<file path="src/rtl/pc_seq_pkg.sv">
// pc_seq_pkg: shared types and defaults for the fetch-stage PC sequencer
package pc_seq_pkg;
    localparam int ADDR_W_DEF = 10;
    localparam int RESET_PC_DEF = 0;
    typedef enum logic [1:0] {BOOT, RUN, HALTED} state_t;
    typedef enum logic [2:0] {SEL_SEQ, SEL_BR, SEL_CALL, SEL_RET, SEL_HOLD} pcSel_t;
endpackage

</file>
<file path="src/rtl/return_addr_stack.sv">
// return_addr_stack: LIFO of return addresses; push into a full stack and pop of an empty one are dropped
module return_addr_stack #(
    parameter int DEPTH = 4,
    parameter int W = 10
) (
    input  logic         clock,
    input  logic         reset,
    input  logic         push,
    input  logic         pop,
    input  logic [W-1:0] din,
    output logic [W-1:0] top,
    output logic         full,
    output logic         empty
);
    localparam int AW = $clog2(DEPTH);
    logic [AW:0] ptr;
    logic [AW-1:0] topIdx;
    logic [W-1:0] mem [DEPTH];
    assign topIdx = AW'(ptr - 1'b1);
    assign full = ptr == (AW+1)'(DEPTH);
    assign empty = ptr == '0;
    assign top = mem[topIdx];
    always_ff @(posedge clock) begin
        if (reset) begin
            ptr <= '0;
        end else if (pop && !empty) begin
            ptr <= ptr - 1'b1;
        end else if (push && !full) begin
            mem[ptr[AW-1:0]] <= din;
            ptr <= ptr + 1'b1;
        end
    end
endmodule

</file>
<file path="src/rtl/pc_sequencer.sv">
// pc_sequencer: fetch-stage controller owning the PC, call/return stack and halt/resume FSM
module pc_sequencer
    import pc_seq_pkg::*;
#(
    parameter int ADDR_W = ADDR_W_DEF,
    parameter int IMM_W = 32,
    parameter int STACK_DEPTH = 4,
    parameter int RESET_PC = RESET_PC_DEF
) (
    input  logic              clock,
    input  logic              reset,
    input  logic [IMM_W-1:0]  Imediato,
    input  logic              MuxBranch,
    input  logic              Call,
    input  logic              Ret,
    input  logic              Halt,
    input  logic              Resume,
    input  logic              Stall,
    input  logic              MemReady,
    output logic [ADDR_W-1:0] PCAtual,
    output logic              FetchReq,
    output logic              Halted,
    output logic              StackOverflow,
    output logic              StackUnderflow
);
    state_t state, nextState;
    pcSel_t sel;
    logic advance, push, pop, full, empty;
    logic [ADDR_W-1:0] pcPlus1, target, top, pcNext;
    logic unusedImm;
    assign unusedImm = ^Imediato[IMM_W-1:ADDR_W];
    assign FetchReq = state == RUN;
    assign Halted = state == HALTED;
    assign advance = FetchReq && MemReady && !Stall;
    assign pcPlus1 = PCAtual + 1'b1;
    assign target = Imediato[ADDR_W-1:0];
    // Halt outranks everything and simply steps past the halt instruction
    assign sel = !advance ? SEL_HOLD : Halt ? SEL_SEQ : Ret ? SEL_RET
               : Call ? SEL_CALL : MuxBranch ? SEL_BR : SEL_SEQ;
    assign push = sel == SEL_CALL;
    assign pop = sel == SEL_RET;
    always_comb begin
        nextState = state == BOOT ? RUN
                  : (state == RUN && advance && Halt) ? HALTED
                  : (state == HALTED && Resume) ? RUN : state;
        pcNext = sel == SEL_HOLD ? PCAtual
               : sel == SEL_RET ? (empty ? pcPlus1 : top)
               : (sel == SEL_CALL || sel == SEL_BR) ? target : pcPlus1;
    end
    always_ff @(posedge clock) begin
        if (reset) begin
            state <= BOOT;
            PCAtual <= ADDR_W'(RESET_PC);
            StackOverflow <= 1'b0;
            StackUnderflow <= 1'b0;
        end else begin
            state <= nextState;
            PCAtual <= pcNext;
            StackOverflow <= StackOverflow | (push && full);
            StackUnderflow <= StackUnderflow | (pop && empty);
        end
    end
    return_addr_stack #(.DEPTH(STACK_DEPTH), .W(ADDR_W)) ras (
        .clock(clock),
        .reset(reset),
        .push(push),
        .pop(pop),
        .din(pcPlus1),
        .top(top),
        .full(full),
        .empty(empty)
    );
endmodule

</file>
<file path="config.mk">
export PLATFORM = sky130hd
export DESIGN_NAME = pc_sequencer
export DESIGN_NICKNAME = d
export VERILOG_FILES = /design/src/rtl/pc_seq_pkg.sv /design/src/rtl/return_addr_stack.sv /design/src/rtl/pc_sequencer.sv
export SDC_FILE = /design/constraint.sdc
export NUM_CORES = 1
export LEC_CHECK = 0
export ABC_AREA = 1
export ABC_CLOCK_PERIOD_IN_PS = 2080
export CORE_MARGIN = 3
export CORE_UTILIZATION = 45
export CTS_BUF_LIST = sky130_fd_sc_hd__clkbuf_16
export CTS_CLUSTER_SIZE = 40
export DETAILED_ROUTE_END_ITERATION = 8
export PLACE_DENSITY = 0.73
export SLEW_MARGIN = 20
export SYNTH_ARGS = -nofsm -noshare
export SYNTH_HDL_FRONTEND = slang
export SYNTH_SLANG_ARGS = --single-unit
</file>
<file path="constraint.sdc">
create_clock -name clock -period 2.08 [get_ports clock]
set_clock_uncertainty 0.05 [all_clocks]
set_input_delay 0.624 -clock clock [delete_from_list [all_inputs] [get_ports clock]]
set_output_delay 0.624 -clock clock [all_outputs]
set_load 0.005 [all_outputs]
</file>
# [Yosys cells after proc, flatten, opt, wreduce, memory -nomap -nowiden]
# Memory sizes are Yosys's and may differ from the RTL's.
# Index checks and enable logic that the tools add are counted.
[word_totals] ff_bits=17 ramBits=40 input_bits=41 memories=1
[mem_list] memory="ras.mem" words=4 width=10 read_ports=1 rd_clocked_by_memory_dff=0 write_ports=1 line="return_addr_stack.sv:18" text="logic [W-1:0] mem [DEPTH];"
[classes] n_addsub=3 n_eq_ne=7 muxes=17 n_bitwise=2 n_reduce_logical=19
[op_table] operator="10-bit 2-to-1 mux" n=3
[op_table] operator="10-bit by 1-bit adder with 10-bit output (second input constant)" n=1
[op_table] operator="2-bit 2-to-1 mux" n=5
[op_table] operator="1-bit logical AND" n=9
[op_table] operator="3-bit 2-to-1 mux" n=3
[op_table] operator="3-bit by 2-bit == test with 1-bit output (second input constant)" n=2
[op_table] operator="3-bit == test (second input constant)" n=2
[op_table] operator="1-bit 2-to-1 mux" n=6
[op_table] operator="2-bit nonzero test" n=2
[op_table] operator="3-bit by 1-bit adder with 3-bit output (second input constant)" n=1
[op_table] operator="3-bit by 1-bit == test with 1-bit output (second input constant)" n=1
[op_table] operator="1-bit zero test" n=3
[op_table] operator="3-bit zero test" n=1
[op_table] operator="3-bit nonzero test" n=1
[op_table] operator="3-bit by 1-bit subtractor with 3-bit output (second input constant)" n=1
[op_table] operator="2-bit by 1-bit == test with 1-bit output (second input constant)" n=1
[op_table] operator="2-bit == test (second input constant)" n=1
[op_table] operator="2-bit zero test" n=1
[op_table] operator="1-bit OR" n=2
[op_table] operator="2-bit OR reduction" n=1
[op_table] operator="1-bit logical OR" n=1

# [Longest topological paths before layout]
# Gate-level depths: netlist (run 1).
[depth] word_depth=11 mapped_depth=12 ltp_nobuf=10

# [Hierarchy]
# A second synthesis (run 1) with hierarchy kept.
[unflattened] hier_cells=360 area_unflattened_um2=3012.9
[by_module_without_submodules] module="return_addr_stack" n_inst=1 cells_per_inst=143 area_each_um2=1791.7 seq_area_each_um2=1261.2
[by_module_without_submodules] module="pc_sequencer" n_inst=1 cells_per_inst=217 area_each_um2=1221.2 seq_area_each_um2=280.3

# [Worst setup path after synthesis (run 1)]
# Ideal clock, no wire load.
[synth_timing] path_type="in2reg" start="input MemReady" end="memory ras.mem[1][0], enable pin" arrival_time_ns=1.768 t_required_ns=1.654 slack_ns=-0.114 cell_stages=6 n_path_buf=0 path_cell_list="inv_1 -> nor2_1 -> nand3_4 -> nor3b_2 -> nand3_1 -> nor2_1"
[synth_via] elab_chain_cells=9 word_cells_on_any_way=11 classes_between="eq/ne: 2; mux: 5; reduce/logical: 4"
[synth_rtl] item="start, declared" line="pc_sequencer.sv:19" text="input logic MemReady,"
[synth_rtl] item="1-bit logical AND (*) (2 in a row)" line="pc_sequencer.sv:34" text="assign advance = FetchReq && MemReady && !Stall;"
[synth_rtl] item="3-bit 2-to-1 mux (*)" line="pc_sequencer.sv:38" text="assign sel = !advance ? SEL_HOLD : Halt ? SEL_SEQ : Ret ? SEL_RET"
[synth_rtl] item="3-bit by 2-bit == test with 1-bit output" line="pc_sequencer.sv:40" text="assign push = sel == SEL_CALL;"
[synth_rtl] item="1-bit logical AND" line="return_addr_stack.sv:28" text="end else if (push && !full) begin"
[synth_rtl] item="1-bit 2-to-1 mux" line="return_addr_stack.sv:28"
[synth_rtl] item="1-bit 2-to-1 mux (*)" line="return_addr_stack.sv:26" text="end else if (pop && !empty) begin"
[synth_rtl] item="1-bit 2-to-1 mux (*)" line="return_addr_stack.sv:24" text="if (reset) begin"
[synth_rtl] item="1-bit 2-to-1 mux (not written as such) (*)" line="return_addr_stack.sv:29" text="mem[ptr[AW-1:0]] <= din;"
[synth_rtl] item="end, declared" line="return_addr_stack.sv:18"
# Mark *: on every way between the ends. The rest lies on a longest branch, timed or not.

# [Worst setup path after layout (run 1)]
[layout_timing] start="register state[1]" end="output Halted"
[layout_via] elab_chain_cells=1
[layout_rtl] item="start, declared" line="pc_sequencer.sv:26" text="state_t state, nextState;"
[layout_rtl] item="start signal, assigned" line="pc_sequencer.sv:57" text="state <= nextState;"
[layout_rtl] item="2-bit == test" line="pc_sequencer.sv:33" text="assign Halted = state == HALTED;"
[layout_rtl] item="end, declared" line="pc_sequencer.sv:22" text="output logic Halted,"
# Every way passes these cells.

==> results.py, run 1 <==
metrics = {
    "logic_synthesis": {
        "syn_area_per_cell_um2": 8.296,
        "ys_types": 31,
        "synth_seq_cells": 57,
        "synth_cells": 368,
        "ys.warnings.count": 0,
        "netlist_area_mm2": 0.003053,
        "seq_area_frac_synth_pct": 50.49,
        "syn-num-nets": 415,
    },
    "finish": {
        "fill_cells": 524,
        "utilization_pct": 62.44,
        "antennaDiodeCount": 0,
        "drive_above_1_share_pct": 16.44,
        "syn_to_final_growth_pct": 32.09,
        "final_area_mm2": 0.004033,
        "final_nets": 474,
    },
    "floorplan": {
        "rows": 29,
        "die_y_um": 88.37,
        "core_mm2": 0.006459,
        "die_w_um": 88.37,
        "start_util_pct": 47.27,
        "dieArea_mm2": 0.007808,
        "io_pins": 55,
    },
    "critical_path": {
        "cp.arrival_ns": 1.32,
        "worstSetupEndpointType": "output pin",
        "r2r-end": "PCAtual[9]$_SDFFE_PP0P_",
        "cp-start-kind": "flop",
        "required_ns": 1.41,
        "reg2reg_from": "ras.ptr[1]$_SDFFE_PP0P_",
        "cp_max_fo": 4,
        "r2r_cells": 10,
        "worstSetupPathType": "reg -> out",
        "rrSetupSlack_ns": 0.16,
    },
    "sta": {
        "timing.fmax_mhz": 500.9,
        "fin_setup_tns_ns": 0,
        "hold_viol_final": 0,
        "rsz0062_at_grt": "no",
        "slew_headroom_pct": 77.99,
        "finalSetupViolCount": 0,
        "finalCriticalPeriod_ns": 1.997,
        "post-route-period-util_pct": 95.99,
        "worst_pin_slew_ns": 0.3290,
        "drv_slew": 0,
    },
    "placed_design": {
        "placed_area_mm2": 0.003591,
        "gp_congestion": 0.8449,
        "dp_hpwl_mm": 4.911,
        "port-buffer-count": 32,
    },
    "drt": {
        "drt-total-wl_mm": 7.662,
        "ant_nets": 0,
        "drt-initial-drc-count": 215,
        "routedWlPerCell_um": 15.05,
        "num_vias": 2684,
        "drc_errors": 0,
        "routed_via_density": 5.273,
        "drtPass1Iterations": 5,
    },
    "grt": {
        "antenna_found_initial": 0,
        "grt_pass1_vias": 2609,
        "grt_max_degree": 24,
        "grt_pass1_wl_mm": 12.54,
        "grt_util_all_layers_pct": 21.51,
        "grt.overflow.total": 0,
    },
    "cts": {
        "cts_root_buf": "clkbuf_16",
        "clk_path_buf_depth": 2,
        "clk_latency_ns": 0.32,
        "clk_pin_slew_ns": 0.05,
        "tritoncts": "yes",
        "cts.htree.levels": 3,
        "numCtsBuffers": 9,
        "cts.sinks": 57,
    },
    "pwr": {
        "power.share.clock_pct": 52.6,
        "seqPwrFrac_pct": 39.9,
        "p_sw_share_pct": 20.14,
        "comb_power_share_pct": 7.5,
        "power.density_mw_per_mm2": 775.2,
        "internal-power_mw": 2.496,
        "p_leak_nw": 1.724,
        "ir_drop_mv": 0.5450,
        "switchingPower_mw": 0.6297,
    },
    "min_path": {
        "holdPathEnd": "StackOverflow$_SDFF_PP0_",
        "hold_depth": 2,
        "worstHoldStart": "StackOverflow$_SDFF_PP0_",
        "hold_class": "reg -> reg",
    },
    "job": {
        "maxCapViolCount": 0,
    },
    "outcome": {
        "outcome": "completed",
    },
}
-- worst max-delay path, stage by stage, from the launching register on --
cell and delay [ns]:
dfxtp_2 0.35, inv_2 0.06, nor2_1 0.08, clkdlybuf4s50_1 0.51
-- layer usage --
layer  track usage (%)  vias to the layer above  wire length [um]
li1                  -                     1316                 -
met1             27.45                     1256              3327
met2             35.28                       92              3779
met3             4.562                       20               362
met4             9.478                        0               192
met5                 0                        -                 0
-- sequential cells by signal, summed over array words and instances (netlist names) --
register,count
ras.ptr,3
PCAtual,10
ras.mem,40
StackOverflow,1
state,2
StackUnderflow,1
-- layout make-up --
type                    count  area (um2)  share of cell area, %
repair buffers             58       538.0                  13.34
clock buffers               9       225.2                  5.585
flip-flops and latches     57        1545                  38.32
multi-input cells         250        1323                  32.80
clock inverters             7       110.1                  2.730
well taps                  77       96.34                  2.389
inverters                  51       195.2                  4.840
-- cells by family (layout without fill, tap and decap cells) --
kind of cell	Yosys count	count (layout)	share of synthesized area (%)
XOR/XNOR	3	3	0.8608
AO/OA/AOI/OAI	35	35	6.558
adder cells (fa/ha/maj)	6	6	2.459
AND/OR/NAND/NOR	206	206	31.93
buffers and inverters	61	125	7.705
flip-flops	57	57	50.49
-- metrics by stage --
stage               hold slack [ns]  cells  power, mW  setup WS, ns
CTS                          0.4024    509      3.136       0.01920
finish                       0.4015    509      3.126       0.08346
detailed placement           0.3930    489      1.489       -0.4694
floorplan                    0.3966    368      1.380       -0.1140
global route                 0.4403    509      3.231      0.009336
global placement             0.3920    489      1.486       -0.4249
-- cell usage after synthesis (all sizes together) --
| library cell | count | area share [%] |
|---|---|---|
| nand2 | 90 | 11 |
| nor2 | 61 | 9.7 |
| inv | 50 | 6.1 |
| nand3 | 45 | 8.5 |
| edfxtp | 40 | 39 |
| o21ai | 20 | 3.3 |
| dfxtp | 17 | 11 |
| a21oi | 8 | 1.6 |
| ha | 6 | 2.5 |
| buf | 5 | 0.82 |
| clkbuf | 5 | 0.61 |
| nand3b | 3 | 0.74 |
| xor2 | 3 | 0.86 |
| a41oi | 2 | 0.57 |
| and2 | 2 | 0.41 |
| nand4 | 2 | 0.61 |
| nor3 | 2 | 0.33 |
| o21a | 2 | 0.49 |
| o22ai | 2 | 0.41 |
| clkinv | 1 | 0.12 |
| nor3b | 1 | 0.41 |
| o21bai | 1 | 0.25 |
-- worst max path at each step --
stage                       startpoint                       to  slack, ns  depth (start not counted)
2_1_floorplan                 MemReady  ras.mem[1][0]$_DFFE_PP_      -0.11                          6
3_3_place_gp                  MemReady  ras.mem[3][8]$_DFFE_PP_      -0.42                          8
3_5_place_dp                  MemReady  ras.mem[2][8]$_DFFE_PP_      -0.47                          8
4_1_cts                          Stall  ras.mem[2][1]$_DFFE_PP_       0.02                          7
5_1_grt        ras.ptr[1]$_SDFFE_PP0P_  PCAtual[9]$_SDFFE_PP0P_      0.009                         10
6_report         state[1]$_SDFFE_PP0P_                   Halted       0.08                          3
-- repair_timing --
action	in CTS	in global routing
gates cloned	2	0
endpoints found under the setup margin	41	35
hold buffers	0	0
resized for setup	21	5
setup buffers	2	0
pin swaps	6	4
-- power by group through the flow --
stage	sequential (mW)	combinational, mW	clock, mW
after global routing	1.25	0.255	1.73
final	1.25	0.234	1.64
after global placement	1.27	0.218	0
after floorplan	1.27	0.114	0
after CTS	1.25	0.232	1.66
after detailed placement	1.27	0.220	0
-- cell usage in the layout (no fill, tap or decap), drive strengths merged --
cell / Yosys / layout
clkbuf: 5 / 9
xor2: 3 / 3
dlygate4sd2: 0 / 1
dlymetal6s2s: 0 / 2
buf: 5 / 26
ha: 6 / 6
inv: 50 / 50
a21oi: 8 / 8
o22ai: 2 / 2
o21ai: 20 / 20
nand3b: 3 / 3
dfxtp: 17 / 17
clkinvlp: 0 / 1
o21a: 2 / 2
edfxtp: 40 / 40
and2: 2 / 2
clkinv: 1 / 4
nor2: 61 / 61
nand2: 90 / 90
nand3: 45 / 45
nor3b: 1 / 1
o21bai: 1 / 1
nand4: 2 / 2
a41oi: 2 / 2
clkdlybuf4s50: 0 / 29
bufinv: 0 / 3
nor3: 2 / 2
Note: power is estimated with default switching activity, not from simulation.
==> run 2, diff against run 1 <==
--- a/config.mk
+++ b/config.mk
@@ -8,11 +8,10 @@
 export ABC_AREA = 1
 export ABC_CLOCK_PERIOD_IN_PS = 2080
 export CORE_MARGIN = 3
-export CORE_UTILIZATION = 45
+export CORE_UTILIZATION = 30
 export CTS_BUF_LIST = sky130_fd_sc_hd__clkbuf_16
 export CTS_CLUSTER_SIZE = 40
 export DETAILED_ROUTE_END_ITERATION = 8
-export PLACE_DENSITY = 0.73
 export SLEW_MARGIN = 20
 export SYNTH_ARGS = -nofsm -noshare
 export SYNTH_HDL_FRONTEND = slang
==> run 2 against run 1 <==
Compared with the run above: core utilization fell by 21 points; total power fell by 8.7%; setup slack got worse by 0.027 ns; die area rose by 46%; sequential share of layout area fell by 0.45 points; critical path type unchanged; highest routed layer unchanged.
==> results.py, run 2 (synthesis results as in run 1) <==
metrics = {
    "outcome": {
        "outcome": "completed",
    },
    "finish": {
        "antennaDiodeCount": 0,
        "register_area_mm2": 0.001544,
        "fill_cells": 996,
        "mostFrequentLayoutCell": "nand2_1",
        "largest_reg_flops": 40,
        "final_nets": 479,
        "drive_above_1_share_pct": 16.70,
        "utilization_pct": 41.53,
        "syn_to_final_growth_pct": 33.57,
        "layout_common_cells": "88 x nand2_1, 49 x inv_1, 47 x nor2_1",
        "multi_input_area_mm2": 0.001330,
        "final_area_mm2": 0.004078,
    },
    "drt": {
        "drt-total-wl_mm": 7.348,
        "ant_nets": 0,
        "num_vias": 2537,
        "top_layer": "met4",
        "dr_wl_met2_mm": 3.563,
        "routed_via_density": 4.451,
        "drtPass1Iterations": 4,
        "drt-initial-drc-count": 223,
        "wl_met3_um": 308,
        "met1_length_mm": 3.415,
        "drc_errors": 0,
        "routedWlPerCell_um": 12.89,
    },
    "min_path": {
        "hold_class": "reg -> reg",
        "worstHoldStart": "StackOverflow$_SDFF_PP0_",
        "hold_depth": 2,
    },
    "sta": {
        "setup_ws_ns": 0.05617,
        "worst_pin_slew_ns": 0.3904,
        "hold_slack_ns": 0.4139,
        "slew_headroom_pct": 73.94,
        "rsz0062_at_grt": "no",
        "finalSetupViolCount": 0,
        "drv_slew": 0,
        "finalCriticalPeriod_ns": 2.024,
        "fin_setup_tns_ns": 0,
        "post-route-period-util_pct": 97.30,
        "hold_viol_final": 0,
        "timing.fmax_mhz": 494.1,
    },
    "cts": {
        "cts_root_buf": "clkbuf_16",
        "cts_hold_buf": 0,
        "clk_latency_ns": 0.32,
        "clk_pin_slew_ns": 0.05,
        "cts.sinks": 57,
        "tritoncts": "yes",
        "numCtsBuffers": 9,
        "cts.htree.levels": 3,
        "clk_path_buf_depth": 2,
    },
    "placed_design": {
        "port-buffer-count": 32,
        "gp_congestion": 0.8126,
        "dp_slack_ns": -0.5277,
        "dp_hpwl_mm": 5.258,
        "placed_area_mm2": 0.003684,
    },
    "floorplan": {
        "core_mm2": 0.009819,
        "start_util_pct": 31.09,
        "die_w_um": 106.9,
        "rows": 36,
        "io_pins": 55,
        "dieArea_mm2": 0.01142,
        "die_y_um": 106.9,
    },
    "grt": {
        "grt_pass1_wl_mm": 12.09,
        "grt_util_all_layers_pct": 13.80,
        "antenna_found_initial": 0,
        "grt_pass1_vias": 2463,
        "grt_max_degree": 24,
        "grt.overflow.total": 0,
    },
    "critical_path": {
        "crit_chain": "buf_4 > nor2_1 > clkdlybuf4s50_1",
        "cp-start-kind": "flop",
        "cp.depth": 3,
        "cp_max_fo": 3,
        "required_ns": 1.41,
        "worstSetupPathType": "reg -> out",
        "reg2reg_from": "ras.ptr[1]$_SDFFE_PP0P_",
        "r2r_cells": 9,
        "slowest_stage": "clkdlybuf4s50_1",
        "cp_top_family": "buffers and inverters",
        "cp.arrival_ns": 1.35,
        "slowest_delay_ns": 0.50,
        "crit_buf_inv": 2,
        "worstSetupEndpointType": "output pin",
        "critPathLaunch": "state[0]$_SDFFE_PP0P_",
    },
    "pwr": {
        "p_leak_nw": 1.720,
        "ir_drop_mv": 0.4191,
        "power.density_mw_per_mm2": 699.7,
    },
    "job": {
        "maxCapViolCount": 0,
    },
}
-- run 2: final timing paths --
check,end,slack (ns)
max,Halted,0.06
min,StackOverflow$_SDFF_PP0_,0.41
max reg2reg,PCAtual[0]$_SDFFE_PP0P_,0.18
min reg2reg,StackOverflow$_SDFF_PP0_,0.41
-- run 2: timing repair --
item	4_1_cts	5_1_grt
setup buffers	3	3
pin swaps	4	5
setup endpoints to repair	41	44
gates resized for setup	16	4
-- run 2: routing by layer --
metal / vias to the layer above / global-route usage, %
li1: 1325 / -
met1: 1156 / 18.14
met2: 52 / 21.81
met3: 4 / 2.047
met4: 0 / 7.671
met5: - / 0
-- run 2: layout make-up --
class                      count  area share (%)
clock buffer                   9           5.523
clock inverter                 7           1.350
inverter                      51           4.695
multi-input combinational    250           32.62
sequential                    57           37.86
tap                          133           4.081
timing repair buffer          63           13.87
-- run 2: metrics by stage --
step	power (mW)	std cells
3_5_place_dp	1.490	548
4_1_cts	2.879	567
2_1_floorplan	1.380	368
3_3_place_gp	1.490	548
6_report	2.853	570
5_1_grt	2.964	570
-- run 2: where the power goes --
group / switching [mW] / total, mW / internal (mW) / leakage [nW]
combinational: 0.123 / 0.235 / 0.112 / 1.06
clock: 0.468 / 1.37 / 0.902 / 0.147
sequential: 0.0172 / 1.25 / 1.23 / 0.517
total: 0.608 / 2.85 / 2.24 / 1.72
-- run 2: worst min-delay path: stages (launching register included) --
cell and delay [ns]:
dfxtp_1 0.31, inv_1 0.05, a21oi_1 0.05
